[src/rtl/spi_cfg_ctrl.sv]
// SPI write-only configuration controller: frames land in a staging bank
// that is committed atomically to the active bank driving the synth.
module spi_cfg_ctrl #(
    parameter int unsigned NREGS       = 16,
    parameter int unsigned ADDR_W      = $clog2(NREGS),
    parameter int unsigned SYNC_STAGES = 2
) (
    input  logic               clk,
    input  logic               rst_n,
    input  logic               spi_clk,
    input  logic               spi_mosi,
    input  logic               spi_nss,
    input  logic               apply,
    output logic [NREGS*8-1:0] cfg_regs,
    output logic               cfg_update,
    output logic               pending,
    output logic               frame_err
);

    typedef enum logic [1:0] {WAIT_IDLE, IDLE, SHIFT, CHECK} state_t;

    localparam logic [ADDR_W-1:0] CTRL_ADDR = ADDR_W'(NREGS - 1);

    logic [SYNC_STAGES-1:0]   sclk_sr, mosi_sr, nss_sr;
    logic                     sclk_s, mosi_s, nss_s;
    logic                     sclk_q, nss_q;
    logic                     sclk_rise, nss_rise, nss_fall;

    state_t                   state, state_nx;
    logic                     frame_clr, shift_en, check;

    logic [15:0]              frame;
    logic [4:0]               bit_cnt;
    logic                     frame_ok;
    logic [ADDR_W-1:0]        addr;
    logic                     data_wr, ctrl_wr, revert, commit;

    logic [NREGS-1:0][7:0]    staging;
    logic [NREGS-1:0][7:0]    active;

    assign sclk_s = sclk_sr[SYNC_STAGES-1];
    assign mosi_s = mosi_sr[SYNC_STAGES-1];
    assign nss_s  = nss_sr[SYNC_STAGES-1];

    assign sclk_rise = sclk_s & ~sclk_q;
    assign nss_rise  = nss_s & ~nss_q;
    assign nss_fall  = ~nss_s & nss_q;

    // Synchronise SPI pins and keep one extra copy for edge detection
    always_ff @(posedge clk or negedge rst_n) begin
        if (!rst_n) begin
            sclk_sr <= '0;
            mosi_sr <= '0;
            nss_sr  <= '0;
            sclk_q  <= 1'b0;
            nss_q   <= 1'b0;
        end else begin
            sclk_sr <= {sclk_sr[SYNC_STAGES-2:0], spi_clk};
            mosi_sr <= {mosi_sr[SYNC_STAGES-2:0], spi_mosi};
            nss_sr  <= {nss_sr[SYNC_STAGES-2:0], spi_nss};
            sclk_q  <= sclk_s;
            nss_q   <= nss_s;
        end
    end

    // FSM state register
    always_ff @(posedge clk or negedge rst_n) begin
        if (!rst_n) state <= WAIT_IDLE;
        else        state <= state_nx;
    end

    // FSM next-state and frame control strobes
    always_comb begin
        state_nx  = state;
        frame_clr = 1'b0;
        shift_en  = 1'b0;
        check     = 1'b0;
        case (state)
            WAIT_IDLE: if (nss_s) state_nx = IDLE;
            IDLE: begin
                if (nss_fall) begin
                    frame_clr = 1'b1;
                    state_nx  = SHIFT;
                end
            end
            SHIFT: begin
                shift_en = sclk_rise;
                if (nss_rise) state_nx = CHECK;
            end
            CHECK: begin
                check    = 1'b1;
                state_nx = IDLE;
            end
            default: state_nx = WAIT_IDLE;
        endcase
    end

    assign frame_ok = (bit_cnt == 5'd16) && (32'(frame[15:8]) < NREGS);
    assign addr     = frame[ADDR_W+7:8];
    assign data_wr  = check && frame_ok && (addr != CTRL_ADDR);
    assign ctrl_wr  = check && frame_ok && (addr == CTRL_ADDR);
    assign revert   = ctrl_wr && frame[1];
    assign commit   = !revert && ((apply && pending) || (ctrl_wr && frame[0]));

    // Shift register and saturating bit counter
    always_ff @(posedge clk or negedge rst_n) begin
        if (!rst_n) begin
            frame   <= '0;
            bit_cnt <= '0;
        end else if (frame_clr) begin
            frame   <= '0;
            bit_cnt <= '0;
        end else if (shift_en) begin
            frame <= {frame[14:0], mosi_s};
            if (bit_cnt != 5'd17) bit_cnt <= bit_cnt + 5'd1;
        end
    end

    // Staging/active banks; commit samples staging before any same-cycle write.
    // The control slot is never written, so active reg NREGS-1 stays 0.
    always_ff @(posedge clk or negedge rst_n) begin
        if (!rst_n) begin
            staging    <= '0;
            active     <= '0;
            pending    <= 1'b0;
            cfg_update <= 1'b0;
            frame_err  <= 1'b0;
        end else begin
            cfg_update <= commit;
            frame_err  <= check && !frame_ok;
            if (commit) active <= staging;
            if (revert)       staging       <= active;
            else if (data_wr) staging[addr] <= frame[7:0];
            if (data_wr)               pending <= 1'b1;
            else if (commit || revert) pending <= 1'b0;
        end
    end

    assign cfg_regs = active;

endmodule

[config.mk]
export PLATFORM = sky130hd
export DESIGN_NAME = spi_cfg_ctrl
export DESIGN_NICKNAME = d
export VERILOG_FILES = /design/src/rtl/spi_cfg_ctrl.sv
export SDC_FILE = /design/constraint.sdc
export NUM_CORES = 1
export LEC_CHECK = 0
export ABC_AREA = 1
export CELL_PAD_IN_SITES_DETAIL_PLACEMENT = 1
export CELL_PAD_IN_SITES_GLOBAL_PLACEMENT = 2
export CORE_MARGIN = 8
export CORE_UTILIZATION = 31
export DETAILED_ROUTE_END_ITERATION = 8
export DONT_BUFFER_PORTS = 1
export MAX_ROUTING_LAYER = met4
export PLACE_DENSITY = 0.69
export SLEW_MARGIN = 20
export SYNTH_ARGS = -nofsm -noshare
export SYNTH_HDL_FRONTEND = slang
export SYNTH_SLANG_ARGS = --single-unit
[constraint.sdc]
create_clock -name clk -period 3.1 [get_ports clk]
set_clock_uncertainty 0.05 [all_clocks]
set_input_delay 0.62 -clock clk [delete_from_list [all_inputs] [get_ports clk]]
set_output_delay 0.62 -clock clk [all_outputs]
set_load 0.05 [all_outputs]
==> results of run 1 <==
==> worst max path at each step <==
stage	start	endpoint	slack, ns	cells after the start
after floorplan	bit_cnt[0]	cfg_regs[17]	1.24	13
after global placement	bit_cnt[0]	cfg_regs[110]	0.55	11
after detailed placement	bit_cnt[0]	cfg_regs[59]	0.46	11
after CTS	bit_cnt[0]	cfg_regs[59]	0.42	11
after global routing	bit_cnt[1]	cfg_regs[120]	0.25	11
final	bit_cnt[0]	cfg_regs[59]	0.45	11
==> sequential cells by signal, indices dropped and copies added, names as in the netlist <==
register and count:
staging 128, frame_err 1, nss_q 1, bit_cnt 5
frame 16, state 2, cfg_regs 128, nss_sr 2
cfg_update 1, sclk_sr 2, sclk_q 1, mosi_sr 2
pending 1
==> synth_stat cells <==
| library cell | instances | area [sq um] |
|---|---|---|
| o21ai_1 | 2 | 10.0 |
| clkbuf_1 | 44 | 165 |
| o21ai_0 | 19 | 95.1 |
| nand4_1 | 12 | 75.1 |
| nor3_1 | 6 | 30.0 |
| xor2_1 | 1 | 8.76 |
| nand3_1 | 555 | 2780 |
| o22ai_1 | 3 | 18.8 |
| nand4_4 | 1 | 21.3 |
| ha_1 | 8 | 100 |
| nor2_1 | 31 | 116 |
| nor3b_1 | 1 | 7.51 |
| inv_2 | 5 | 18.8 |
| nand3_2 | 2 | 20.0 |
| buf_1 | 20 | 75.1 |
| nor2_2 | 1 | 6.26 |
| buf_6 | 2 | 22.5 |
| buf_4 | 4 | 30.0 |
| a21oi_1 | 2 | 10.0 |
| o31ai_1 | 3 | 22.5 |
| nand3b_1 | 6 | 45.0 |
| nand4_2 | 4 | 50.1 |
| nor2_8 | 2 | 40.0 |
| nand2_2 | 4 | 25.0 |
| buf_2 | 47 | 235 |
| inv_1 | 80 | 300 |
| o211ai_1 | 4 | 30.0 |
| nand2_1 | 445 | 1670 |
| nor2_4 | 2 | 22.5 |
| dfrtp_1 | 290 | 7260 |
==> logic make-up after synthesis <==
family,after synthesis,share of synthesized area (%)
AOI/OAI and AO/OA,33,1.40
xor gates and xnor gates,1,0.0658
adders and majority gates,8,0.752
buffers and inverters,202,6.37
DFF,290,54.5
and+or+nand+nor,1072,36.9
==> metrics by stage <==
step	instances	area [sq um]	setup slack (ns)	power [mW]	util (%)
5_1_grt	2118	14800	0.252	9.37	34.7
6_report	2118	14800	0.451	8.98	34.7
2_1_floorplan	1606	13300	1.24	4.61	-
4_1_cts	2117	14800	0.420	9.16	34.7
3_5_place_dp	2057	13700	0.464	5.01	32.1
3_3_place_gp	2057	13700	0.549	5.00	32.1
==> power by group through the flow <==
| stage | combinational [mW] | clock, mW | sequential [mW] |
|---|---|---|---|
| 2_1_floorplan | 0.613 | 0 | 3.99 |
| 3_3_place_gp | 0.938 | 0 | 4.07 |
| 3_5_place_dp | 0.945 | 0 | 4.07 |
| 4_1_cts | 0.948 | 4.21 | 4.00 |
| 5_1_grt | 1.01 | 4.35 | 4.01 |
| 6_report | 0.927 | 4.05 | 4.00 |
==> metal layers <==
metal,up-vias,part of all wire [%],track usage (%),wire length [um]
li1,5222,-,-,-
met1,5768,45,24.2,20800
met2,193,46,29.6,21100
met3,68,5.7,5.06,2590
met4,0,2.9,5.67,1320
met5,-,0,-,0
==> worst max-delay path: stages, from the launching register on <==
cell,delay (ns)
dfrtp_1,0.41
inv_1,0.10
ha_1,0.20
nand2_1,0.07
nor2_1,0.11
nand2_1,0.09
nor2_4,0.24
nand3_4,0.15
nand2_4,0.10
buf_4,0.72
nand2_1,0.14
nand2_1,0.11
==> cell type report <==
| class | instances | area [sq um] | share of cell area [%] |
|---|---|---|---|
| clock inverter | 2 | 10.0 | 0.0675 |
| multi-input combinational | 1114 | 5230 | 35.3 |
| timing repair buffer | 22 | 228 | 1.54 |
| antenna | 1 | 2.50 | 0.0169 |
| tap | 546 | 683 | 4.61 |
| clock buffer | 58 | 1090 | 7.38 |
| inverter | 85 | 319 | 2.15 |
| sequential | 290 | 7260 | 49.0 |
==> results.sh, run 1 <==
export IMPL_worst_pin_slew_ns=1.10
export IMPL_post_route_drc_count=0
export IMPL_final_cell_mix="554 x nand3_1, 443 x nand2_1, 289 x dfrtp_1"
export IMPL_fin_crit_sh_pct=85.5
export IMPL_cp_arrival_ns=3.07
export IMPL_powerDensity_nw_per_um2=606
export IMPL_syn_to_final_growth_pct=11.4
export IMPL_grt_max_degree=291
export IMPL_drv_cap=0
export IMPL_reg2reg_slack_ns=0.45
export IMPL_ys_ff_latch=290
export IMPL_numCtsBuffers=36
export IMPL_ir_drop_uv=302
export IMPL_ys_warnings_count=0
export IMPL_holdWs_ns=-0.277
export IMPL_via_per_inst=5.31
export IMPL_hold_viol_final=290
export IMPL_ys_types=30
export IMPL_dieArea_sq_um=49800
export IMPL_antenna_found_initial=1
export IMPL_violations="negative hold slack"
export IMPL_ios=137
export IMPL_p_clk_share_pct=45.1
export IMPL_fill_cells=5025
export IMPL_cts_path_max_buffers=3
export IMPL_outcome="finished, violations left"
export IMPL_synth_net_count=1620
export IMPL_io_buffers=0
export IMPL_reg2regPathDepth=11
export IMPL_leakage_nw=7.71
export IMPL_finalSetupTns_ns=0
export IMPL_seqPwrFrac_pct=44.6
export IMPL_startpoint_type="register"
export IMPL_p_sw_mw=2.56
export IMPL_post_cts_resized=0
export IMPL_cts_root_buf="clkbuf_16"
export IMPL_wl_um=45800
export IMPL_required_ns=3.52
export IMPL_layout_drive_gt1_share_pct=6.05
export IMPL_grt_setup_unrepaired="false"
export IMPL_p_int_mw=6.42
export IMPL_share_comb_of_total_power_pct=10.3
export IMPL_r2r_end="cfg_regs[59]"
export IMPL_cts_htree_levels=2
export IMPL_slew_headroom_pct=26.4
export IMPL_gp_congestion=0.768
export IMPL_fmax_mhz=377
export IMPL_setup_violations=0
export IMPL_grt_ovfl_total=0
export IMPL_drtAntennaViolNets=0
export IMPL_syn_avg_cell_area_sq_um=8.29
export IMPL_rows=76
export IMPL_grt_first_pass_wirelength_um=73100
export IMPL_reg2reg_from="bit_cnt[0]"
export IMPL_final_min_clock_period_ns=2.65
export IMPL_clock_sinks=290
export IMPL_drt_iter0_drc=771
export IMPL_swShare_pct=28.5
export IMPL_drt_pass1_iterations=5
export IMPL_syn_inst=1606
export IMPL_yosysSeqAreaShare_pct=54.5
export IMPL_nets=1563
export IMPL_wl_per_cell_um=21.6
export IMPL_layout_commonest_cell="nand3_1"
export IMPL_path_clk_slew_ns=0.06
export IMPL_initial_core_util_pct=31.2
export IMPL_grt_pass1_vias=11891
export IMPL_dp_hpwl_um=26700
export IMPL_die_width_um=223
export IMPL_cts_setup_buffers=0
export IMPL_die_y_um=223
export IMPL_crit_fanout=79
export IMPL_min_path_type="in2async"
export IMPL_maxSlewViolCount=0
export IMPL_cts_tree="built"
export IMPL_worstSetupEndpointType="register"
export IMPL_vias=11251
export IMPL_worstSkewPairLatency_ns=0.54
export IMPL_fp_coreArea_sq_um=42700
export IMPL_path_class="reg2reg"
export IMPL_syn_area_sq_um=13300
export IMPL_grt_usage_pct=19.0
Power figures use the tool's default switching activity.
==> inputs of run 2 (changes only) <==
Settings changed: SLEW_MARGIN 20 to 15.
==> results of run 2 <==
Same layout as run 1: the final DEF is identical, and so are final timing and power.
